<file path="src/rtl/cbus_rr_arbiter.sv">
// Round-robin arbiter that shares one cache-bus master port between
// NUM_REQ cache-side requesters. A grant is held for the whole burst and
// released on the final ready&last beat. The beat count is checked against
// the requested burst length, and any disagreement raises a sticky flag.

package cbus_pkg;

  typedef enum logic [1:0] {
    MSIZE1 = 2'd0,
    MSIZE2 = 2'd1,
    MSIZE4 = 2'd2,
    MSIZE8 = 2'd3
  } cbus_size_t;

  // Burst length encoded as (beats - 1)
  typedef enum logic [3:0] {
    MLEN1  = 4'd0,
    MLEN2  = 4'd1,
    MLEN4  = 4'd3,
    MLEN8  = 4'd7,
    MLEN16 = 4'd15
  } cbus_len_t;

  typedef struct packed {
    logic        valid;
    logic        is_write;
    cbus_size_t  size;
    logic [31:0] addr;
    logic [3:0]  strobe;
    logic [31:0] data;
    cbus_len_t   len;
  } cbus_req_t;

  typedef struct packed {
    logic        ready;
    logic        last;
    logic [31:0] data;
  } cbus_resp_t;

endpackage

module cbus_rr_arbiter
  import cbus_pkg::*;
#(
  parameter int NUM_REQ = 2,
  parameter int IDX_W   = (NUM_REQ > 1) ? $clog2(NUM_REQ) : 1
) (
  input  logic             clk,
  input  logic             reset,
  input  cbus_req_t        ireqs  [NUM_REQ],
  output cbus_resp_t       iresps [NUM_REQ],
  output cbus_req_t        oreq,
  input  cbus_resp_t       oresp,
  output logic             busy,
  output logic [IDX_W-1:0] grant_idx,
  output logic             len_err
);

  // One extra bit so that (index + offset) can be wrapped modulo NUM_REQ
  // for requester counts that are not a power of two.
  localparam int SUM_W = IDX_W + 1;

  typedef enum logic {
    IDLE = 1'b0,
    BUSY = 1'b1
  } state_t;

  state_t           state;
  state_t           state_next;
  logic [IDX_W-1:0] rr_ptr;
  logic [IDX_W-1:0] rr_ptr_next;
  logic [IDX_W-1:0] grant_next;
  logic [3:0]       beat_cnt;
  logic [3:0]       beat_cnt_next;
  logic             len_err_next;

  logic             found;
  logic [IDX_W-1:0] winner;
  logic [SUM_W-1:0] cand;
  logic [SUM_W-1:0] ptr_sum;
  logic [IDX_W-1:0] ptr_after_grant;
  logic [4:0]       beats_seen;
  logic [4:0]       beats_expected;

  // Round-robin scan: first valid requester starting at rr_ptr wins
  always_comb begin
    found  = 1'b0;
    winner = rr_ptr;
    cand   = '0;
    for (int i = 0; i < NUM_REQ; i++) begin
      cand = {1'b0, rr_ptr} + SUM_W'(i);
      if (cand >= SUM_W'(NUM_REQ)) begin
        cand = cand - SUM_W'(NUM_REQ);
      end
      for (int j = 0; j < NUM_REQ; j++) begin
        if (!found && cand == SUM_W'(j) && ireqs[j].valid) begin
          found  = 1'b1;
          winner = cand[IDX_W-1:0];
        end
      end
    end
  end

  // Pointer to the requester after the current grant, wrapped modulo NUM_REQ
  always_comb begin
    ptr_sum = {1'b0, grant_idx} + SUM_W'(1);
    if (ptr_sum >= SUM_W'(NUM_REQ)) begin
      ptr_sum = '0;
    end
    ptr_after_grant = ptr_sum[IDX_W-1:0];
  end

  // Datapath: pass the granted request out and its response back while BUSY
  always_comb begin
    oreq = '0;
    for (int k = 0; k < NUM_REQ; k++) begin
      iresps[k] = '0;
    end
    if (state == BUSY) begin
      for (int k = 0; k < NUM_REQ; k++) begin
        if (grant_idx == IDX_W'(k)) begin
          oreq      = ireqs[k];
          iresps[k] = oresp;
        end
      end
    end
  end

  // Next-state logic: arbitration, beat counting and burst completion
  always_comb begin
    // NOTE: every signal driven here gets a default first, so no path through
    // the case leaves a value unassigned and no latch is inferred.
    state_next     = state;
    rr_ptr_next    = rr_ptr;
    grant_next     = grant_idx;
    beat_cnt_next  = beat_cnt;
    len_err_next   = len_err;
    beats_seen     = {1'b0, beat_cnt} + 5'd1;
    beats_expected = {1'b0, oreq.len} + 5'd1;

    case (state)
      IDLE: begin
        if (found) begin
          state_next    = BUSY;
          grant_next    = winner;
          beat_cnt_next = '0;
        end
      end
      BUSY: begin
        // last without ready is not a beat and is ignored
        if (oresp.ready) begin
          beat_cnt_next = beat_cnt + 4'd1;
          if (oresp.last) begin
            state_next    = IDLE;
            rr_ptr_next   = ptr_after_grant;
            beat_cnt_next = '0;
            if (beats_seen != beats_expected) begin
              len_err_next = 1'b1;
            end
          end
        end
      end
      default: state_next = IDLE;
    endcase
  end

  // State register with synchronous reset
  always_ff @(posedge clk) begin
    // NOTE: sequential state uses non-blocking assignments so every register
    // samples the pre-edge values, independent of statement order.
    if (reset) begin
      state     <= IDLE;
      rr_ptr    <= '0;
      grant_idx <= '0;
      beat_cnt  <= '0;
      len_err   <= 1'b0;
    end else begin
      state     <= state_next;
      rr_ptr    <= rr_ptr_next;
      grant_idx <= grant_next;
      beat_cnt  <= beat_cnt_next;
      len_err   <= len_err_next;
    end
  end

  assign busy = (state == BUSY);

endmodule

</file>
<file path="config.mk">
export PLATFORM = sky130hd
export DESIGN_NAME = cbus_rr_arbiter
export DESIGN_NICKNAME = d
export VERILOG_FILES = /design/src/rtl/cbus_rr_arbiter.sv
export SDC_FILE = /design/constraint.sdc
export NUM_CORES = 1
export LEC_CHECK = 0
export BUFFER_PORTS_ARGS = -buffer_cell sky130_fd_sc_hd__buf_2
export CELL_PAD_IN_SITES_DETAIL_PLACEMENT = 1
export CELL_PAD_IN_SITES_GLOBAL_PLACEMENT = 1
export CORE_AREA = 5 5 127 129
export DETAILED_ROUTE_END_ITERATION = 10
export DIE_AREA = 0 0 132 134
export PLACE_DENSITY = 0.75
export SYNTH_ARGS = -nofsm -noshare
export SYNTH_HDL_FRONTEND = slang
export SYNTH_SLANG_ARGS = --single-unit
</file>
<file path="constraint.sdc">
create_clock -name clk -period 2.69 [get_ports clk]
set_input_delay 0.1345 -clock clk [delete_from_list [all_inputs] [get_ports clk]]
set_output_delay 0.1345 -clock clk [all_outputs]
set_load 0.05 [all_outputs]
</file>
== After elaboration in Yosys (flattened, before gate mapping) ==
Index checks and enable logic that the tools add are counted.
W data, S select, Z words.

* $add $sub $neg: 7
* Magnitude comparators: 3
* Eq/ne operators: 5
* Mux-type cells: 24
* Bitwise operators: 1
* Reduce and logical (&&, ||, !) cells: 16

{| class="wikitable"
|+ Operators with widths
! kind !! number
|-
| $mux W76 || 2
|-
| $mux W34 || 2
|-
| $mux W68 || 1
|-
| $mux W1 || 12
|-
| $mux W4 || 3
|-
| $add A4 B1 Y5 const B || 2
|-
| $pmux W4 S2 || 1
|-
| $logic_and A1 B1 Y1 || 7
|-
| $ne A5 B5 Y1 || 1
|-
| $add A1 B1 Y2 const B || 2
|-
| $add A4 B1 Y4 const B || 1
|-
| $eq A2 B1 Y1 const B || 2
|-
| $ge A2 B2 Y1 const B || 2
|-
| $logic_not A2 Y1 || 2
|-
| $mux W2 || 2
|-
| $ne A2 B2 Y1 const B || 2
|-
| $reduce_and A2 Y1 || 2
|-
| $reduce_and A4 Y1 || 1
|-
| $logic_not A1 Y1 || 3
|-
| $reduce_and A3 Y1 || 1
|-
| $ge A1 B2 Y1 const B || 1
|-
| $pmux W1 S2 || 1
|-
| $sub A1 B2 Y2 const B || 1
|-
| $sub A2 B2 Y2 const B || 1
|-
| $not A1 Y1 || 1
|}

* Flip-flop bits (word level): 8
* Bits of input ports: 188
* Output and inout port bits: 147
* Logic and storage cells: 61

== Depth between registers and ports, before layout ==
Gate-level depths: netlist (run 1).

* Word-level depth: 19
* Depth in mapped cells: 7
* Gate-level depth less buffers: 6

== Worst setup path before layout (run 1) ==
OpenSTA, ideal clock, no wires.

* Path kind: register to register
* From: reg state, in the netlist busy
* To: reg len_err
* Setup time: 0.134 ns
* Arrival time: 2.359 ns
* Data required time: 2.556 ns
* Setup slack: 0.196 ns
* Cell stages (with the launch flop): 6
* Buffers on the path: 0
* Period minus slack after synthesis: 2.494 ns
* Cell sequence: dfxtp_1 > inv_1 > nor2_1 > or4b_1 > o311ai_0 > a311oi_1

{| class="wikitable"
|+ RTL lines
! item !! RTL line !! source
|-
| start, declared || 68 || <nowiki>state_t state;</nowiki>
|-
| start signal, assigned || 178 || <nowiki>state <= state_next;</nowiki>
|-
| end signal, assigned || 182 || <nowiki>len_err <= len_err_next;</nowiki>
|-
| end, declared || 56 || <nowiki>output logic len_err</nowiki>
|}

==> impl_metrics.toml, run 1 <==
[grt]
grt_usage_pct = 13.1
grt_pass1_wl_um = 19300
antenna_found_initial = 0
grt_max_degree = 75
grt-ovfl-total = 0
grt_pass1_vias = 3428

[sta]
rsz0062_at_grt = "no"
layout_min_cycle_time_ns = 1.92
final-hold-violation-count = 0
hold_slack_ns = 0.174
setup_tns_ns = 0
finClkSkew_ns = 0.00166
tightest_slew_ns = 0.474
max_freq_mhz = 520
relSlewSlack_pct = 68.4
setup-violations-final = 0
drv_slew = 0
period_share_pct = 71.5

[clocking]
postCtsSetupBuffers = 0
clock-root-buffer = "clkbuf_16"
cts_hold_buffers = 0
cts_max_path_buffers = 2
worstSkewPairLatency_ns = 0.24
cts.repair.resized = 0
clkSlewWorstSetupHoldPaths_ns = 0.04
clock_tree.htree_level_count = 1
cts_tree = "built"
cts_buffers = 3
cts.sinks = 8

[placed_design]
place_hpwl_um = 11300
dp.cells = 808
gp_congestion = 0.805
io_buffers = 334

[routing]
initialDrtViolationCount = 47
vias = 3364
wl_per_cell_um = 15.7
drcViolationCount = 0
ant_nets = 0
wirelength_um = 12800
firstDrtPassIters = 5
via_per_inst = 4.14

[cells_and_area]
nNetsFinal = 814
fillers = 1956
diodes = 0
fin_cells = 812
drive_gt1_share_pct = 55.4
area_growth_pct = 93.3
finish.utilization_pct = 26.8

[pwr]
leakage_nw = 2.38
ir_drop_v = 0.000116
power_density_nw_per_um2 = 355
p_total_w = 0.00142

[floorplan]
io_pins = 335
die_h_um = 134
start_util_pct = 13.8
num_rows = 45
die_area_um2 = 17700
core_um2 = 14900
die_x_um = 132

[yosys]
yosysUniqueCellTypes = 29
synth_top_area_cell = "mux2i_1"
yosysMostFrequentCell = "nor2_1"
synthTopCellsByArea = "mux2i_1 (37%), nor2_1 (15%), and3_1 (11%), and2_1 (11%), dfxtp_1 (7.8%)"
yosys-top-cells-count = "nor2_1 (85), mux2i_1 (76), and3_1 (36)"
async_flop_share_pct = 0
synth_edf_count = 0
synth_nets = 499
seq_area_frac_synth_pct = 7.75
synth_seq_cells = 8
yosysTopAreaCellShare_pct = 36.8
synth_area_um2 = 2070
yosysWarnings = 0
synth.avg_cell_area_um2 = 6.66
postSynthCellCount = 310
synth_ff_type = "dfxtp_1"

[flow_run]
cap_violations = 0

[worst_hold_path]
hold_path.class = "in -> reg"
min_from = "reset"
holdPathStages = 2
whs_endpoint = "grant_idx$_SDFFE_PP0P_"

[critical_path]
worstPathArrival_ns = 1.79
reg2reg_depth = 7
worstReg2RegEnd = "len_err$_SDFFE_PP0P_"
cp_top_family = "buffers and inverters"
worstPathRequired_ns = 2.56
path_cells = "buf_4 > mux2i_1 > nor2_1 > buf_2"
r2r_start = "busy$_SDFF_PP0_"
critPathKind = "reg -> out"
crit_path_top_delay_cell = "dfxtp_4"
worstPathMaxFanout = 29
critPathLaunchType = "register"
end_kind = "output pin"
crit_buf_inv = 2
critical-path-max-stage-delay_ns = 0.45
r2r_slack_ns = 0.83

[status]
status = "finished clean"
-- cells by family after synthesis --
| logic type | Yosys count | synth area share (%) |
|---|---|---|
| AO/OA/AOI/OAI | 15 | 4.72 |
| multiplexers | 77 | 37.4 |
| AND/OR/NAND/NOR | 171 | 40.9 |
| buffers and inverters | 34 | 6.97 |
| flip-flops | 8 | 7.75 |
| adder cells (fa/ha/maj) | 1 | 0.606 |
| XOR/XNOR | 4 | 1.70 |
-- worst reg2reg max path, stage by stage (launching register included) --
cell,delay [ns]
dfxtp_1,0.40
inv_2,0.16
buf_12,0.28
nor2_1,0.14
nor2_1,0.11
or4b_1,0.43
o21ai_0,0.10
a311oi_1,0.11
-- state kept, by name (all words and copies together), names as in the netlist --
register / cells
grant_idx: 1
busy: 1
rr_ptr: 1
len_err: 1
beat_cnt: 4
-- power by group --
part	total, W	switching (W)	internal (W)
Combinational	0.00102	0.000718	0.000299
Clock	0.000265	0.0000669	0.000198
Sequential	0.000134	0.0000101	0.000123
-- layout by cell type, fill, tap and decap left out, types with 4 or more instances in the layout --
master,n
nand2_1,5
dfxtp_1,7
a21oi_1,4
nor3_1,4
and3_1,36
nor2_1,85
and2_1,35
mux2i_1,76
buf_2,334
inv_1,4
-- stage by stage --
step | cell area (µm²) | setup slack, ns
floorplan | 2070 | 0.196
global placement | 3910 | 0.880
CTS | 3990 | 0.695
global route | 3990 | 0.630
detailed placement | 3910 | 0.827
finish | 3990 | 0.767
-- layer usage --
layer	vias up	wire (µm)	share of wire, %	track usage [%]
li1	1680	-	-	-
met3	6	1440	11	4.13
met5	-	0	0	0
met1	1464	4860	38	14.9
met2	214	6390	50	24.6
met4	0	78	0.61	1.60
-- worst max-delay path by stage --
stage | start | to | slack (ns) | cells past startpoint
2_1_floorplan | busy$_SDFF_PP0_ | len_err$_SDFFE_PP0P_ | 0.20 | 5
3_3_place_gp | busy$_SDFF_PP0_ | len_err$_SDFFE_PP0P_ | 0.88 | 7
3_5_place_dp | busy$_SDFF_PP0_ | len_err$_SDFFE_PP0P_ | 0.83 | 7
4_1_cts | grant_idx$_SDFFE_PP0P_ | oreq[33] | 0.69 | 4
5_1_grt | grant_idx$_SDFFE_PP0P_ | oreq[33] | 0.63 | 4
6_report | grant_idx$_SDFFE_PP0P_ | oreq[33] | 0.77 | 4
-- cell type report --
type	instances	area [µm²]	share of cell area [%]
clock buffer	4	78.8	1.97
inverter	5	18.8	0.470
multi-input combinational	268	1760	44.1
sequential	8	164	4.11
tap	188	235	5.89
timing repair buffer	339	1730	43.4
Note: power is estimated with default switching activity, not from simulation.
==> inputs of run 2 (changes only) <==
- CORE_AREA: 5 5 127 129 -> 5 5 135 124
- DIE_AREA: 0 0 132 134 -> 0 0 140 129
- PLACE_DENSITY: 0.75 -> 0.76
- clock period: 2.69 -> 1.65 ns (I/O delays scaled with it)
==> run 2 against run 1 <==
Compared with the run above: the flow now finishes with violations (setup timing); cell area increased by 29%; global-route usage grew 0.31 points; critical path depth up 2; setup slack worse by 0.81 ns; core utilization grew 7.3 points; clock skew is 0.0026 ns higher; register-to-register slack worse by 0.88 ns; sequential cell count is the same; largest cell class unchanged; largest power group unchanged.
==> impl_metrics.toml, run 2 (synthesis gave the netlist of run 1 again) <==
[floorplan]
io_pins = 335
start_util_pct = 13.6
num_rows = 43
die_area_um2 = 18100
core_um2 = 15200
die_h_um = 129
die_x_um = 140

[pwr]
p_int_w = 0.00124
ir_drop_v = 0.000425
power_density_nw_per_um2 = 526
power_switching_w = 0.00147
leakage_nw = 2.62
comb_power_share_pct = 76.8
p_sw_share_pct = 54.1
p_clk_share_pct = 15.4
p_seq_share_pct = 7.8

[sta]
drv_slew = 0
layout_min_cycle_time_ns = 1.70
finClkSkew_ns = 0.00424
rsz0062_at_grt = "yes"
setup-violations-final = 32
period_share_pct = 103
relSlewSlack_pct = 66.3
tightest_slew_ns = 0.505
final-hold-violation-count = 0
max_freq_mhz = 590
fin_ws_ns = -0.0458

[critical_path]
worstPathArrival_ns = 1.80
r2r_slack_ns = -0.05
end_kind = "register"
critPathKind = "reg -> reg"
path_cells = "mux2i_4 > nor2_4 > and2_4 > or4b_4 > o311ai_4 > a311oi_2"
crit_path_top_delay_cell = "or4b_4"
path_depth = 6
reg2reg_depth = 6
crit_buf_inv = 0
worstPathMaxFanout = 4
cp_top_family = "simple AND/OR/NAND/NOR gates"
critical-path-max-stage-delay_ns = 0.52
worstPathRequired_ns = 1.75
critPathLaunchType = "register"

[status]
violations = "setup timing"
status = "finished with violations"

[routing]
wl_per_cell_um = 16.9
via_per_inst = 4.23
ant_nets = 0
drcViolationCount = 0
wirelength_um = 14300
initialDrtViolationCount = 62
vias = 3567
firstDrtPassIters = 4

[placed_design]
gp_congestion = 0.823
postPlaceCellArea_um2 = 4510
place_hpwl_um = 11300
io_buffers = 334

[clocking]
cts_buffers = 3
cts_max_path_buffers = 2
clock_tree.htree_level_count = 1
worstSkewPairLatency_ns = 0.23
cts.sinks = 8
clkSlewWorstSetupHoldPaths_ns = 0.04
cts_tree = "built"
clock-root-buffer = "clkbuf_16"

[worst_hold_path]
hold_path.class = "in -> reg"
holdPathStages = 2

[grt]
antenna_found_initial = 0
grt_pass1_vias = 3531
grt-ovfl-total = 0
grt_max_degree = 56
grt_usage_pct = 13.4
grt_pass1_wl_um = 20000

[cells_and_area]
largest_reg_flops = 4
diodes = 0
nNetsFinal = 832
largest-register = "beat_cnt"
drive_gt1_share_pct = 74.0
layout_commonest_cell = "buf_2"
fillers = 1904
final_cell_mix = "buf_2 (278), nor2_4 (47), mux2i_1 (41)"
final_area_um2 = 5160
area_growth_pct = 150
finish.utilization_pct = 34.0

[flow_run]
cap_violations = 0
-- run 2: cell count changes in the layout (fill, tap and decap cells not counted), sizes merged --
cell	change
buf	-3
bufbuf	+1
clkbuf	+20
-- run 2: layout make-up --
class / count / area (µm²) / share of cell area, %
Clock buffer: 4 / 78.8 / 1.53
Tap cell: 202 / 253 / 4.90
Sequential cell: 8 / 168 / 3.25
Multi-Input combinational cell: 268 / 2460 / 47.7
Timing Repair Buffer: 357 / 2180 / 42.2
Inverter: 5 / 23.8 / 0.461
-- run 2: final timing paths --
path,startpoint,to
worst max-delay path,grant_idx$_SDFFE_PP0P_,len_err$_SDFFE_PP0P_
worst min register to register,rr_ptr$_SDFFE_PP0P_,rr_ptr$_SDFFE_PP0P_
worst min-delay path,reset,len_err$_SDFFE_PP0P_
worst max register to register,grant_idx$_SDFFE_PP0P_,len_err$_SDFFE_PP0P_
-- run 2: routing by layer --
layer	GRT usage (%)	share of wire (%)	vias up	wire length, µm
met5	0	0	-	0
met4	1.37	1.1	0	155
met3	3.05	6.3	14	904
met2	26.1	55	143	7910
met1	15.5	37	1678	5330
li1	-	-	1732	-
-- run 2: through the flow --
stage | hold WS, ns | TNS [ns] | setup WS, ns | cells | total power [W]
5_1_grt | 0.158 | -4.79 | -0.120 | 844 | 0.00285
3_5_place_dp | 0.376 | -0.0764 | -0.0764 | 837 | 0.00210
6_report | 0.136 | -0.677 | -0.0458 | 844 | 0.00271
3_3_place_gp | 0.373 | -0.0185 | -0.0185 | 837 | 0.00208
4_1_cts | 0.129 | -1.30 | -0.0534 | 843 | 0.00263
2_1_floorplan | 0.254 | -6.84 | -0.297 | 310 | 0.00153
-- run 2: power groups by stage --
stage | Combinational, W | Sequential (W) | Clock, W
floorplan | 0.00130 | 0.000227 | 0
global placement | 0.00187 | 0.000214 | 0
detailed placement | 0.00189 | 0.000214 | 0
CTS | 0.00199 | 0.000212 | 0.000430
global route | 0.00219 | 0.000213 | 0.000442
finish | 0.00208 | 0.000212 | 0.000417
-- run 2: timing repair --
action                                 4_1_cts  5_1_grt
buffers inserted                             0        1
setup endpoints to repair                  101       92
pin swaps                                    2        0
resized for setup                           44      116
hold buffers                                 0        0
endpoints found under the hold margin        0        0
gates cloned                                 2        0
-- run 2: worst register-to-register path, cell delays in order (launching register included) --
cell	delay, ns
dfxtp_4	0.38
mux2i_4	0.25
nor2_4	0.07
and2_4	0.14
or4b_4	0.52
o311ai_4	0.08
a311oi_2	0.13
==> inputs of run 3 (changes only) <==
- BUFFER_PORTS_ARGS: -buffer_cell sky130_fd_sc_hd__buf_2 -> default
- CORE_AREA: 5 5 135 124 -> 5 5 126 128
- DIE_AREA: 0 0 140 129 -> 0 0 131 133
- DONT_BUFFER_PORTS: default -> 1
- PLACE_DENSITY: 0.76 -> 0.42
==> run 3 against run 2 <==
Compared with the run above: the flow still finishes with violations (setup timing); global-route usage shrank 0.079 points; clock skew shrank 0.0032 ns; fmax shrank 2.2%; sequential power is essentially flat.
==> impl_metrics.toml, run 3 (synthesis gave the netlist of run 1 again) <==
[grt]
grt-ovfl-total = 0
grt_pass1_vias = 3054
grt_usage_pct = 13.4
antenna_found_initial = 0
grt_pass1_wl_um = 18500
grt_max_degree = 40

[critical_path]
critPathKind = "reg -> out"
path_cells = "buf_12 > buf_16 > mux2i_2 > nor2_4 > buf_12"
worstReg2RegEnd = "len_err$_SDFFE_PP0P_"
worstPathMaxFanout = 28
critPathLaunchType = "register"
worstPathArrival_ns = 1.65
reg2reg_depth = 6
crit_path_top_delay_cell = "dfxtp_4"
cp_top_family = "buffers and inverters"
critPathMostFrequentCell = "buf_12"
critical-path-max-stage-delay_ns = 0.39
worstPathRequired_ns = 1.57
crit_buf_inv = 3
r2r_start = "grant_idx$_SDFFE_PP0P_"
r2r_slack_ns = -0.05
end_kind = "output pin"

[routing]
wl_per_cell_um = 21.1
vias = 2870
wirelength_um = 13400
initialDrtViolationCount = 39
via_per_inst = 4.53
ant_nets = 0
firstDrtPassIters = 4
drcViolationCount = 0

[cells_and_area]
finish.utilization_pct = 40.7
largest_reg_flops = 4
largest-register = "beat_cnt"
area_growth_pct = 191
drive_gt1_share_pct = 72.9
layout_commonest_cell = "buf_12"
diodes = 0
final_cell_mix = "buf_12 (111), nor2_4 (48), and2_4 (34)"
nNetsFinal = 637

[pwr]
ir_drop_v = 0.000925
leakage_nw = 2.31
p_seq_share_pct = 6.8
p_clk_share_pct = 13.0
p_sw_share_pct = 47.2
power_density_nw_per_um2 = 516
power_switching_w = 0.00146
comb_power_share_pct = 80.2
p_int_w = 0.00163

[worst_hold_path]
whs_endpoint = "grant_idx$_SDFFE_PP0P_"
holdPathStages = 2
hold_path.class = "in -> reg"
min_from = "ireqs[75]"

[sta]
fin_ws_ns = -0.0845
layout_min_cycle_time_ns = 1.73
finClkSkew_ns = 0.000994
final-hold-violation-count = 0
max_freq_mhz = 577
setup-violations-final = 63
tightest_slew_ns = 0.441
hold_slack_ns = 0.0654
setup_tns_ns = -2.13
drv_slew = 0
rsz0062_at_grt = "yes"
period_share_pct = 105
relSlewSlack_pct = 70.6

[clocking]
worstSkewPairLatency_ns = 0.23
clock-root-buffer = "clkbuf_16"
cts_tree = "built"
cts_buffers = 3
clock_tree.htree_level_count = 1
clkSlewWorstSetupHoldPaths_ns = 0.04
cts_max_path_buffers = 2
cts.sinks = 8

[floorplan]
die_h_um = 133
die_area_um2 = 17400
start_util_pct = 14.0
io_pins = 335
num_rows = 45
core_um2 = 14800
die_x_um = 131

[placed_design]
io_buffers = 0
dp_slack_ns = -0.0623
place_hpwl_um = 10600
gp_congestion = 0.808

[status]
violations = "setup timing"
status = "finished with violations"

[flow_run]
cap_violations = 0
run 3: per-stage QoR:
step                power (W)  instance area (µm²)  std cells
finish                0.00310                 6010        634
global placement      0.00241                 5150        623
CTS                   0.00305                 5760        633
floorplan             0.00153                 2510        310
global route          0.00320                 6010        634
detailed placement    0.00244                 5150        623
run 3: what timing repair did:
action	in CTS	in global routing
hold buffers	1	0
cloned	4	1
buffers inserted	2	0
pin swaps	4	0
gates resized for setup	95	48
hold endpoints to repair	8	0
setup endpoints to repair	133	128
run 3: final cells by class:
class | count | area, µm²
Fill cell | 1557 | 8750
Multi-Input combinational cell | 268 | 2660
Timing Repair Buffer | 162 | 2840
Tap cell | 188 | 235
Inverter | 5 | 23.8
Sequential cell | 8 | 168
Clock buffer | 3 | 75.1
run 3: worst max path at each step:
stage / cells after the start / start / slack [ns] / to
4_1_cts: 5 / grant_idx$_SDFFE_PP0P_ / -0.09 / oreq[47]
5_1_grt: 6 / grant_idx$_SDFFE_PP0P_ / -0.14 / len_err$_SDFFE_PP0P_
3_5_place_dp: 6 / beat_cnt[0]$_SDFFE_PP0P_ / -0.06 / len_err$_SDFFE_PP0P_
6_report: 5 / grant_idx$_SDFFE_PP0P_ / -0.08 / oreq[39]
3_3_place_gp: 6 / beat_cnt[0]$_SDFFE_PP0P_ / -0.04 / len_err$_SDFFE_PP0P_
2_1_floorplan: 4 / busy$_SDFF_PP0_ / -0.30 / oreq[20]
run 3: metal layers:
layer	part of all wire [%]	GRT usage, %	vias to the layer above
li1	-	-	1347
met1	33	14.4	1366
met2	58	27.1	151
met3	8.7	2.79	6
met4	0.44	0.514	0
met5	0	0	-
run 3: power by group through the flow:
stage                     Sequential (W)  Combinational, W  Clock, W
after floorplan                 0.000227           0.00130         0
after global placement          0.000212           0.00220         0
after detailed placement        0.000213           0.00222         0
after CTS                       0.000211           0.00243  0.000408
after global routing            0.000213           0.00257  0.000416
final                           0.000211           0.00248  0.000403
